### src/rtl/i2s_frame_sched.sv
// rtl/i2s_frame_sched.sv - I2S frame-boundary scheduler between the serial datapath and the DSP streams
module i2s_frame_sched #(
    parameter int WIDTH         = 32,
    parameter int CNT_WIDTH     = 16,
    parameter bit UNDERRUN_ZERO = 1'b1
) (
    input  logic                 mclk,
    input  logic                 rst,
    input  logic                 en,
    input  logic                 clr_cnt,
    input  logic                 lrck,
    input  logic [WIDTH-1:0]     pldout,
    input  logic [WIDTH-1:0]     prdout,
    output logic [WIDTH-1:0]     pldin,
    output logic [WIDTH-1:0]     prdin,
    output logic                 m_valid,
    input  logic                 m_ready,
    output logic [WIDTH-1:0]     m_ldata,
    output logic [WIDTH-1:0]     m_rdata,
    input  logic                 s_valid,
    output logic                 s_ready,
    input  logic [WIDTH-1:0]     s_ldata,
    input  logic [WIDTH-1:0]     s_rdata,
    output logic                 frame_tick,
    output logic                 running,
    output logic [CNT_WIDTH-1:0] overrun_cnt,
    output logic [CNT_WIDTH-1:0] underrun_cnt
);

    typedef enum logic [1:0] {
        ST_IDLE = 2'd0,
        ST_SYNC = 2'd1,
        ST_RUN  = 2'd2
    } state_t;

    state_t               state_q;
    logic                 lrck_q;
    logic                 m_valid_q;
    logic [WIDTH-1:0]     m_ldata_q;
    logic [WIDTH-1:0]     m_rdata_q;
    logic                 s_ready_q;
    logic                 staged_q;
    logic [WIDTH-1:0]     st_ldata_q;
    logic [WIDTH-1:0]     st_rdata_q;
    logic [WIDTH-1:0]     pldin_q;
    logic [WIDTH-1:0]     prdin_q;
    logic                 running_q;
    logic [CNT_WIDTH-1:0] ovr_cnt_q;
    logic [CNT_WIDTH-1:0] ovr_cnt_d;
    logic [CNT_WIDTH-1:0] und_cnt_q;
    logic [CNT_WIDTH-1:0] und_cnt_d;

    logic boundary;
    logic in_run;
    logic m_hs;
    logic s_hs;
    logic ovr_inc;
    logic und_inc;

    // Falling edge of lrck starts the left word; lrck_q resets low so no tick follows reset.
    assign boundary = lrck_q & ~lrck;
    assign in_run   = (state_q == ST_RUN) && en;
    assign m_hs     = m_valid_q & m_ready;
    assign s_hs     = s_valid & s_ready_q;
    assign ovr_inc  = in_run & boundary & m_valid_q & ~m_ready;
    assign und_inc  = in_run & boundary & ~staged_q;

    always_comb begin
        ovr_cnt_d = ovr_cnt_q;
        und_cnt_d = und_cnt_q;
        if (clr_cnt) begin
            ovr_cnt_d = '0;
            und_cnt_d = '0;
        end else begin
            if (ovr_inc && (ovr_cnt_q != {CNT_WIDTH{1'b1}}))
                ovr_cnt_d = ovr_cnt_q + CNT_WIDTH'(1);
            if (und_inc && (und_cnt_q != {CNT_WIDTH{1'b1}}))
                und_cnt_d = und_cnt_q + CNT_WIDTH'(1);
        end
    end

    always_ff @(posedge mclk) begin
        if (rst) begin
            state_q    <= ST_IDLE;
            lrck_q     <= 1'b0;
            m_valid_q  <= 1'b0;
            m_ldata_q  <= '0;
            m_rdata_q  <= '0;
            s_ready_q  <= 1'b0;
            staged_q   <= 1'b0;
            st_ldata_q <= '0;
            st_rdata_q <= '0;
            pldin_q    <= '0;
            prdin_q    <= '0;
            running_q  <= 1'b0;
            ovr_cnt_q  <= '0;
            und_cnt_q  <= '0;
        end else begin
            lrck_q    <= lrck;
            ovr_cnt_q <= ovr_cnt_d;
            und_cnt_q <= und_cnt_d;
            if (!en) begin
                state_q   <= ST_IDLE;
                m_valid_q <= 1'b0;
                s_ready_q <= 1'b0;
                staged_q  <= 1'b0;
                pldin_q   <= '0;
                prdin_q   <= '0;
                running_q <= 1'b0;
            end else begin
                case (state_q)
                    ST_IDLE: state_q <= ST_SYNC;
                    // First boundary only aligns: the receiver frame before it is partial.
                    ST_SYNC: begin
                        if (boundary) begin
                            state_q   <= ST_RUN;
                            pldin_q   <= '0;
                            prdin_q   <= '0;
                            s_ready_q <= 1'b1;
                            running_q <= 1'b1;
                        end
                    end
                    ST_RUN: begin
                        if (boundary) begin
                            m_ldata_q <= pldout;
                            m_rdata_q <= prdout;
                            m_valid_q <= 1'b1;
                        end else if (m_hs) begin
                            m_valid_q <= 1'b0;
                        end
                        if (boundary && staged_q) begin
                            pldin_q   <= st_ldata_q;
                            prdin_q   <= st_rdata_q;
                            staged_q  <= 1'b0;
                            s_ready_q <= 1'b1;
                        end else begin
                            if (boundary && UNDERRUN_ZERO) begin
                                pldin_q <= '0;
                                prdin_q <= '0;
                            end
                            if (s_hs) begin
                                st_ldata_q <= s_ldata;
                                st_rdata_q <= s_rdata;
                                staged_q   <= 1'b1;
                                s_ready_q  <= 1'b0;
                            end
                        end
                    end
                    default: state_q <= ST_IDLE;
                endcase
            end
        end
    end

    assign pldin        = pldin_q;
    assign prdin        = prdin_q;
    assign m_valid      = m_valid_q;
    assign m_ldata      = m_ldata_q;
    assign m_rdata      = m_rdata_q;
    assign s_ready      = s_ready_q;
    assign frame_tick   = boundary;
    assign running      = running_q;
    assign overrun_cnt  = ovr_cnt_q;
    assign underrun_cnt = und_cnt_q;

endmodule
### config.mk
export PLATFORM = sky130hd
export DESIGN_NAME = i2s_frame_sched
export DESIGN_NICKNAME = d
export VERILOG_FILES = /design/src/rtl/i2s_frame_sched.sv
export SDC_FILE = /design/constraint.sdc
export NUM_CORES = 1
export LEC_CHECK = 0
export ABC_AREA = 0
export CAP_MARGIN = 20
export CORE_ASPECT_RATIO = 1.2
export CORE_UTILIZATION = 29
export DETAILED_ROUTE_END_ITERATION = 10
export GPL_TIMING_DRIVEN = 0
export REMOVE_ABC_BUFFERS = 1
export SYNTH_ARGS = -nofsm -noshare
export SYNTH_HDL_FRONTEND = slang
export SYNTH_SLANG_ARGS = --single-unit
### constraint.sdc
create_clock -name mclk -period 6.24 [get_ports mclk]
set_input_delay 0.624 -clock mclk [delete_from_list [all_inputs] [get_ports mclk]]
set_output_delay 0.624 -clock mclk [all_outputs]
set_load 0.03 [all_outputs]
==> qor.yml, run 1 <==
root_buffer: "clkbuf_16"
finalSetupViolations: 0
crit_fanout: 31
clk_pin_slew_ns: 0.06
cp_data_arrival_time_ns: 3.29
ys_async_sr_fraction: 0
die_area_um2: 30000
synth_area_um2: 8510
crit_path_end_kind: "flop"
synth_edf_count: 0
cts_made_buffers: 25
antenna_found_initial: 2
grt_pass1_wl_um: 42500
place_ws_ns: 2.94
final.setup.worst_slack_ns: 3.39
grt_usage: 0.178
ys_warn_count: 0
die_h_um: 190
place.gp.congestion: 0.820
cp.required_ns: 6.68
initial_utilization: 0.295
instances_no_fill: 1682
die_w_um: 158
hold_violations: 0
ir_drop_mv: 0.160
clock_latency_ns: 0.52
powerDensity_nw_per_um2: 233
finalCritPeriodShare: 0.457
synth_area_leader_cell: "dfxtp_1"
fin_nets: 1420
fillers: 2824
dpl.cell_count: 1638
ctsResizeCount: 0
layout-drive-gt1-share: 0.0409
leakagePower_nw: 4.05
crit_path_start_kind: "flop"
wire_per_inst_um: 16.3
avgViaCountPerCell: 4.88
grt_pass1_vias: 7728
hold_ws_ns: 0.452
finClkSkew_ns: 0.00893
path_class: "flop to flop"
pin_count: 299
area_delta_synth_final_pct: 49.4
min_path_type: "flop to flop"
drt-pass1-iter-count: 5
period_minus_slack_ns: 2.85
synth_seq_cells: 231
ctsHoldBuffers: 0
dp_hpwl_um: 18000
synthCells: 1018
yosys-top-cells-count: "278 x nand2_1, 231 x dfxtp_1, 149 x a21oi_1"
fp.coreArea_um2: 28800
post-synth-top-count-cell: "nand2_1"
worstMarginPinSlew_ns: 1.06
io_buffers: 298
grt_start_max_net_pins: 73
htree_levels: 1
synth.avg_cell_area_um2: 8.36
post_cts_buffers: 0
slew_viol_final: 0
cts.sinks: 231
max_slew_margin: 0.289
gr-total-overflow: 0
rsz0062_at_grt: "no"
synth_top_area_frac: 0.543
ys.flop_type: "dfxtp_1"
synthTopCellsByArea: "dfxtp_1 54%, nand2_1 12%, a21oi_1 8.8%"
drc: 0
ant_nets: 0
cts_tree: "built"
final_util: 0.441
maxCapViolCount: 0
ys_types: 41
timing.fmax_mhz: 351
first_iter_violations: 440
register_area_um2: 4620
placementRows: 68
multi_input_area_um2: 3630
yosysSeqAreaShare: 0.543
vias: 8212
wirelength_um: 27400
outcome: "completed"
cts_buffer_depth: 3
r2r_setup_slack_ns: 3.39
[layout by cell type (no fill, tap or decap), types with 3 or more instances in the layout]
cell,count
o41ai_1,11
clkbuf_16,25
nand4_1,13
nor4_1,3
a21oi_1,148
nand2_1,278
and4_1,5
dfxtp_1,231
a22oi_1,65
o311ai_0,4
o31ai_1,9
nand2b_1,3
or3_1,12
nor3_1,7
clkbuf_8,3
or4_1,12
nor2_1,78
o21ai_0,5
buf_16,6
ha_1,5
inv_1,5
nand3_1,13
clkdlybuf4s50_1,297
nor2b_1,3
o311ai_1,3
clkbuf_1,11
a41o_1,3
mux2i_1,4
a31oi_1,3
[worst max-delay path, stage by stage (launching register included)]
cell	delay (ns)
dfxtp_1	0.32
inv_1	0.08
ha_1	0.40
and4b_2	0.76
nand2b_1	0.44
or4_1	0.60
a21oi_1	0.15
[power breakdown]
group | internal (mW) | leakage [nW] | total (mW) | switching, mW
clock | 0.773 | 0.355 | 1.35 | 0.580
sequential | 1.48 | 1.86 | 1.48 | 0.00114
combinational | 0.0833 | 1.84 | 0.135 | 0.0518
[stage by stage]
step / TNS, ns / total power, mW / cell area (µm²)
floorplan: 0 / 1.53 / 8230
global placement: -188.03 / 1.64 / 11700
detailed placement: 0 / 1.64 / 12000
CTS: 0 / 3.02 / 12700
global route: 0 / 3.09 / 12700
finish: 0 / 2.96 / 12700
[worst paths after layout]
kind	from	end	cells after the start
max	state_q[0]$_SDFFE_PP0P_	underrun_cnt[3]$_SDFFE_PP0P_	6
min	m_rdata[25]$_SDFFE_PP0P_	m_rdata[25]$_SDFFE_PP0P_	2
max reg2reg	state_q[0]$_SDFFE_PP0P_	underrun_cnt[3]$_SDFFE_PP0P_	6
min reg2reg	m_rdata[25]$_SDFFE_PP0P_	m_rdata[25]$_SDFFE_PP0P_	2
[final cells by class]
cell class	count	share of cell area
diodes	2	0.000394
well taps	385	0.0379
inverters	6	0.00177
multi-input cells	707	0.285
flip-flops and latches	231	0.364
clock buffers	39	0.0557
repair buffers	309	0.254
clock inverters	3	0.00148
[logic make-up (layout without fill, tap and decap cells)]
group,Yosys count,in the layout,synth area share
and+or+nand+nor,440,440,0.223
AOI/OAI and AO/OA,258,258,0.185
DFF,231,231,0.543
buffers and inverters,80,357,0.0362
adders and majority gates,5,5,0.00735
muxes,4,4,0.00470
other,0,2,0
[flip-flops by register name, summed over array words and instances, names as in the netlist, 16 cells and up]
| register | count |
|---|---|
| m_ldata | 32 |
| m_rdata | 32 |
| pldin | 32 |
| prdin | 32 |
| st_ldata_q | 32 |
| st_rdata_q | 32 |
| overrun_cnt | 16 |
| underrun_cnt | 16 |
[metal layers]
metal	share of wire	vias to the layer above	track usage
met1	0.43	3886	0.226
met3	0.051	48	0.0337
met5	0	-	0
met4	0.037	0	0.0729
met2	0.48	214	0.293
li1	-	4064	-
No activity file was read; power rests on OpenSTA's default activity.
==> run 2: changes to the inputs <==
Clock period 6.24 ns to 2.95 ns, I/O delays scaled along.
==> run 2 against run 1 <==
  * Final cell count did not move
  * Worst hold slack lost 0.22 ns
  * Flip-flop and latch count did not move
  * Utilization about the same
  * Global-route usage is the same
  * Maximum frequency up 8.4%
  * Worst setup slack lost 3.1 ns
  * Non-clock buffer count is the same
  * Sequential share of layout area barely moved
  * Largest cell class unchanged
==> qor.yml, run 2 (synthesis results as in run 1) <==
crit_fanout: 31  # unchanged
cp.required_ns: 3.39  # was 6.68 ns
instances_no_fill: 1682  # unchanged
min_path_type: "input port to flop"  # was flop to flop
avgViaCountPerCell: 4.88  # about the same
hold_depth: 2  # unchanged
total_power_mw: 6.27  # was 2.96 mW
timing.rr.start: "state_q[0]$_SDFFE_PP0P_"  # unchanged
finalCritPeriodShare: 0.891  # was 0.457
final_util: 0.441  # about the same
io_buffers: 298  # unchanged
worstMarginPinSlew_ns: 1.09  # was 1.06 ns
die_w_um: 158  # unchanged
holdPathEnd: "st_rdata_q[14]$_SDFFE_PP0P_"  # was m_rdata[25]$_SDFFE_PP0P_
drc: 0  # unchanged
fin_nets: 1420  # unchanged
timing.fmax_mhz: 380  # was 351 MHz
root_buffer: "clkbuf_16"  # unchanged
cts_tree: "built"  # unchanged
area_delta_synth_final_pct: 49.4  # about the same
cpMaxStageDelayCell: "and4b_4"  # was and4b_2
min_from: "rst"  # was m_rdata[25]$_SDFFE_PP0P_
outcome: "completed"  # unchanged
register_area_um2: 4620  # unchanged
path_class: "flop to flop"  # unchanged
gr-total-overflow: 0  # unchanged
place.gp.congestion: 0.820  # unchanged
die_h_um: 190  # unchanged
finalSetupViolations: 0  # unchanged
cts_made_buffers: 25  # unchanged
cts.sinks: 231  # unchanged
hold_ws_ns: 0.234  # was 0.452 ns
tns_ns: 0  # unchanged
placementRows: 68  # unchanged
place_ws_ns: -0.0163  # was 2.94 ns
design_area_um2: 12700  # about the same
crit_path_start_kind: "flop"  # unchanged
cp_data_arrival_time_ns: 3.07  # was 3.29 ns
max_slew_margin: 0.269  # was 0.289
period_minus_slack_ns: 2.63  # was 2.85 ns
clk_pin_slew_ns: 0.06  # about the same
grt_start_max_net_pins: 73  # unchanged
layout-drive-gt1-share: 0.0409  # unchanged
pin_count: 299  # unchanged
htree_levels: 1  # unchanged
leakagePower_nw: 4.05  # about the same
initial_utilization: 0.295  # unchanged
first_iter_violations: 466  # was 440
finClkSkew_ns: 0.00887  # was 0.00893 ns
crit_path_end_kind: "flop"  # unchanged
grt_usage: 0.178  # unchanged
cts_buffer_depth: 3  # unchanged
vias: 8216  # was 8212
antenna_found_initial: 2  # unchanged
placed_area_um2: 12000  # unchanged
final_cell_mix: "297 x clkdlybuf4s50_1, 278 x nand2_1, 231 x dfxtp_1"  # unchanged
dp_hpwl_um: 18000  # unchanged
final_common_cell: "clkdlybuf4s50_1"  # unchanged
final.setup.worst_slack_ns: 0.320  # was 3.39 ns
grt_pass1_wl_um: 42500  # unchanged
ant_nets: 0  # unchanged
clock_latency_ns: 0.52  # about the same
slowest_delay_ns: 0.60  # was 0.76 ns
die_area_um2: 30000  # unchanged
hold_violations: 0  # unchanged
dpl.cell_count: 1638  # unchanged
ir_drop_mv: 0.338  # was 0.160 mV
multi_input_area_um2: 3630  # about the same
drt-pass1-iter-count: 6  # was 5
maxCapViolCount: 0  # unchanged
r2r_end: "underrun_cnt[3]$_SDFFE_PP0P_"  # unchanged
post_cts_buffers: 0  # unchanged
wire_per_inst_um: 16.3  # about the same
r2r_setup_slack_ns: 0.32  # was 3.39 ns
grt_pass1_vias: 7728  # unchanged
cp_cell_sequence: "inv_1 > ha_1 > and4b_4 > nand2b_1 > or4_1 > a21oi_1"  # was inv_1 > ha_1 > and4b_2 > nand2b_1 > or4_1 > a21oi_1
powerDensity_nw_per_um2: 493  # was 233 nW/µm²
fp.coreArea_um2: 28800  # unchanged
slew_viol_final: 0  # unchanged
fillers: 2823  # was 2824
rsz0062_at_grt: "no"  # unchanged
wirelength_um: 27400  # about the same
rr_worst_depth: 6  # unchanged
==> run 2: cell counts in the layout (fill, tap and decap cells not counted) <==
Identical to the previous run, type by type.
==> run 2: cell type report <==
| type | instances | area share |
|---|---|---|
| Clock inverter | 3 | 0.00148 |
| Inverter | 6 | 0.00177 |
| Sequential cell | 231 | 0.364 |
| Tap cell | 385 | 0.0379 |
| Timing Repair Buffer | 309 | 0.254 |
| Clock buffer | 39 | 0.0557 |
| Antenna cell | 2 | 0.000394 |
| Multi-Input combinational cell | 707 | 0.285 |
==> run 2: where the power goes <==
part,internal [mW],switching (mW),leakage (nW)
clock network,1.63,1.23,0.355
registers,3.12,0.00251,1.86
logic,0.176,0.110,1.84
total,4.93,1.34,4.05
==> run 2: worst max path at each step <==
stage	depth (start not counted)	startpoint	end
2_1_floorplan	6	state_q[0]$_SDFFE_PP0P_	pldin[0]$_SDFFE_PP0P_
3_3_place_gp	5	lrck	prdin[3]$_SDFFE_PP0P_
3_5_place_dp	5	en	overrun_cnt[7]$_SDFFE_PP0P_
4_1_cts	6	state_q[0]$_SDFFE_PP0P_	overrun_cnt[11]$_SDFFE_PP0P_
5_1_grt	6	state_q[0]$_SDFFE_PP0P_	overrun_cnt[11]$_SDFFE_PP0P_
6_report	6	state_q[0]$_SDFFE_PP0P_	underrun_cnt[3]$_SDFFE_PP0P_
==> run 2: repair_timing <==
| item | in CTS | in global routing |
|---|---|---|
| hold endpoints to repair | 0 | 0 |
| resized for setup | 0 | 1 |
| endpoints found under the setup margin | 0 | 14 |
| hold buffers | 0 | 0 |
==> run 2: critical path: cells and delay by family, from the launching register on <==
| kind | cells | cell delay, ns |
|---|---|---|
| flops | 1 | 0.32 |
| buf+inv | 1 | 0.08 |
| compound gates | 1 | 0.15 |
| fa+ha+maj | 1 | 0.41 |
| simple gates | 3 | 1.57 |
==> run 2: layer usage <==
metal / wire [µm] / up-vias / share of wire / global-route usage
met4: 1020 / 0 / 0.037 / 0.0729
met3: 1430 / 48 / 0.052 / 0.0337
met1: 11700 / 3872 / 0.43 / 0.226
li1: - / 4069 / - / -
met5: 0 / - / 0 / 0
met2: 13200 / 227 / 0.48 / 0.293
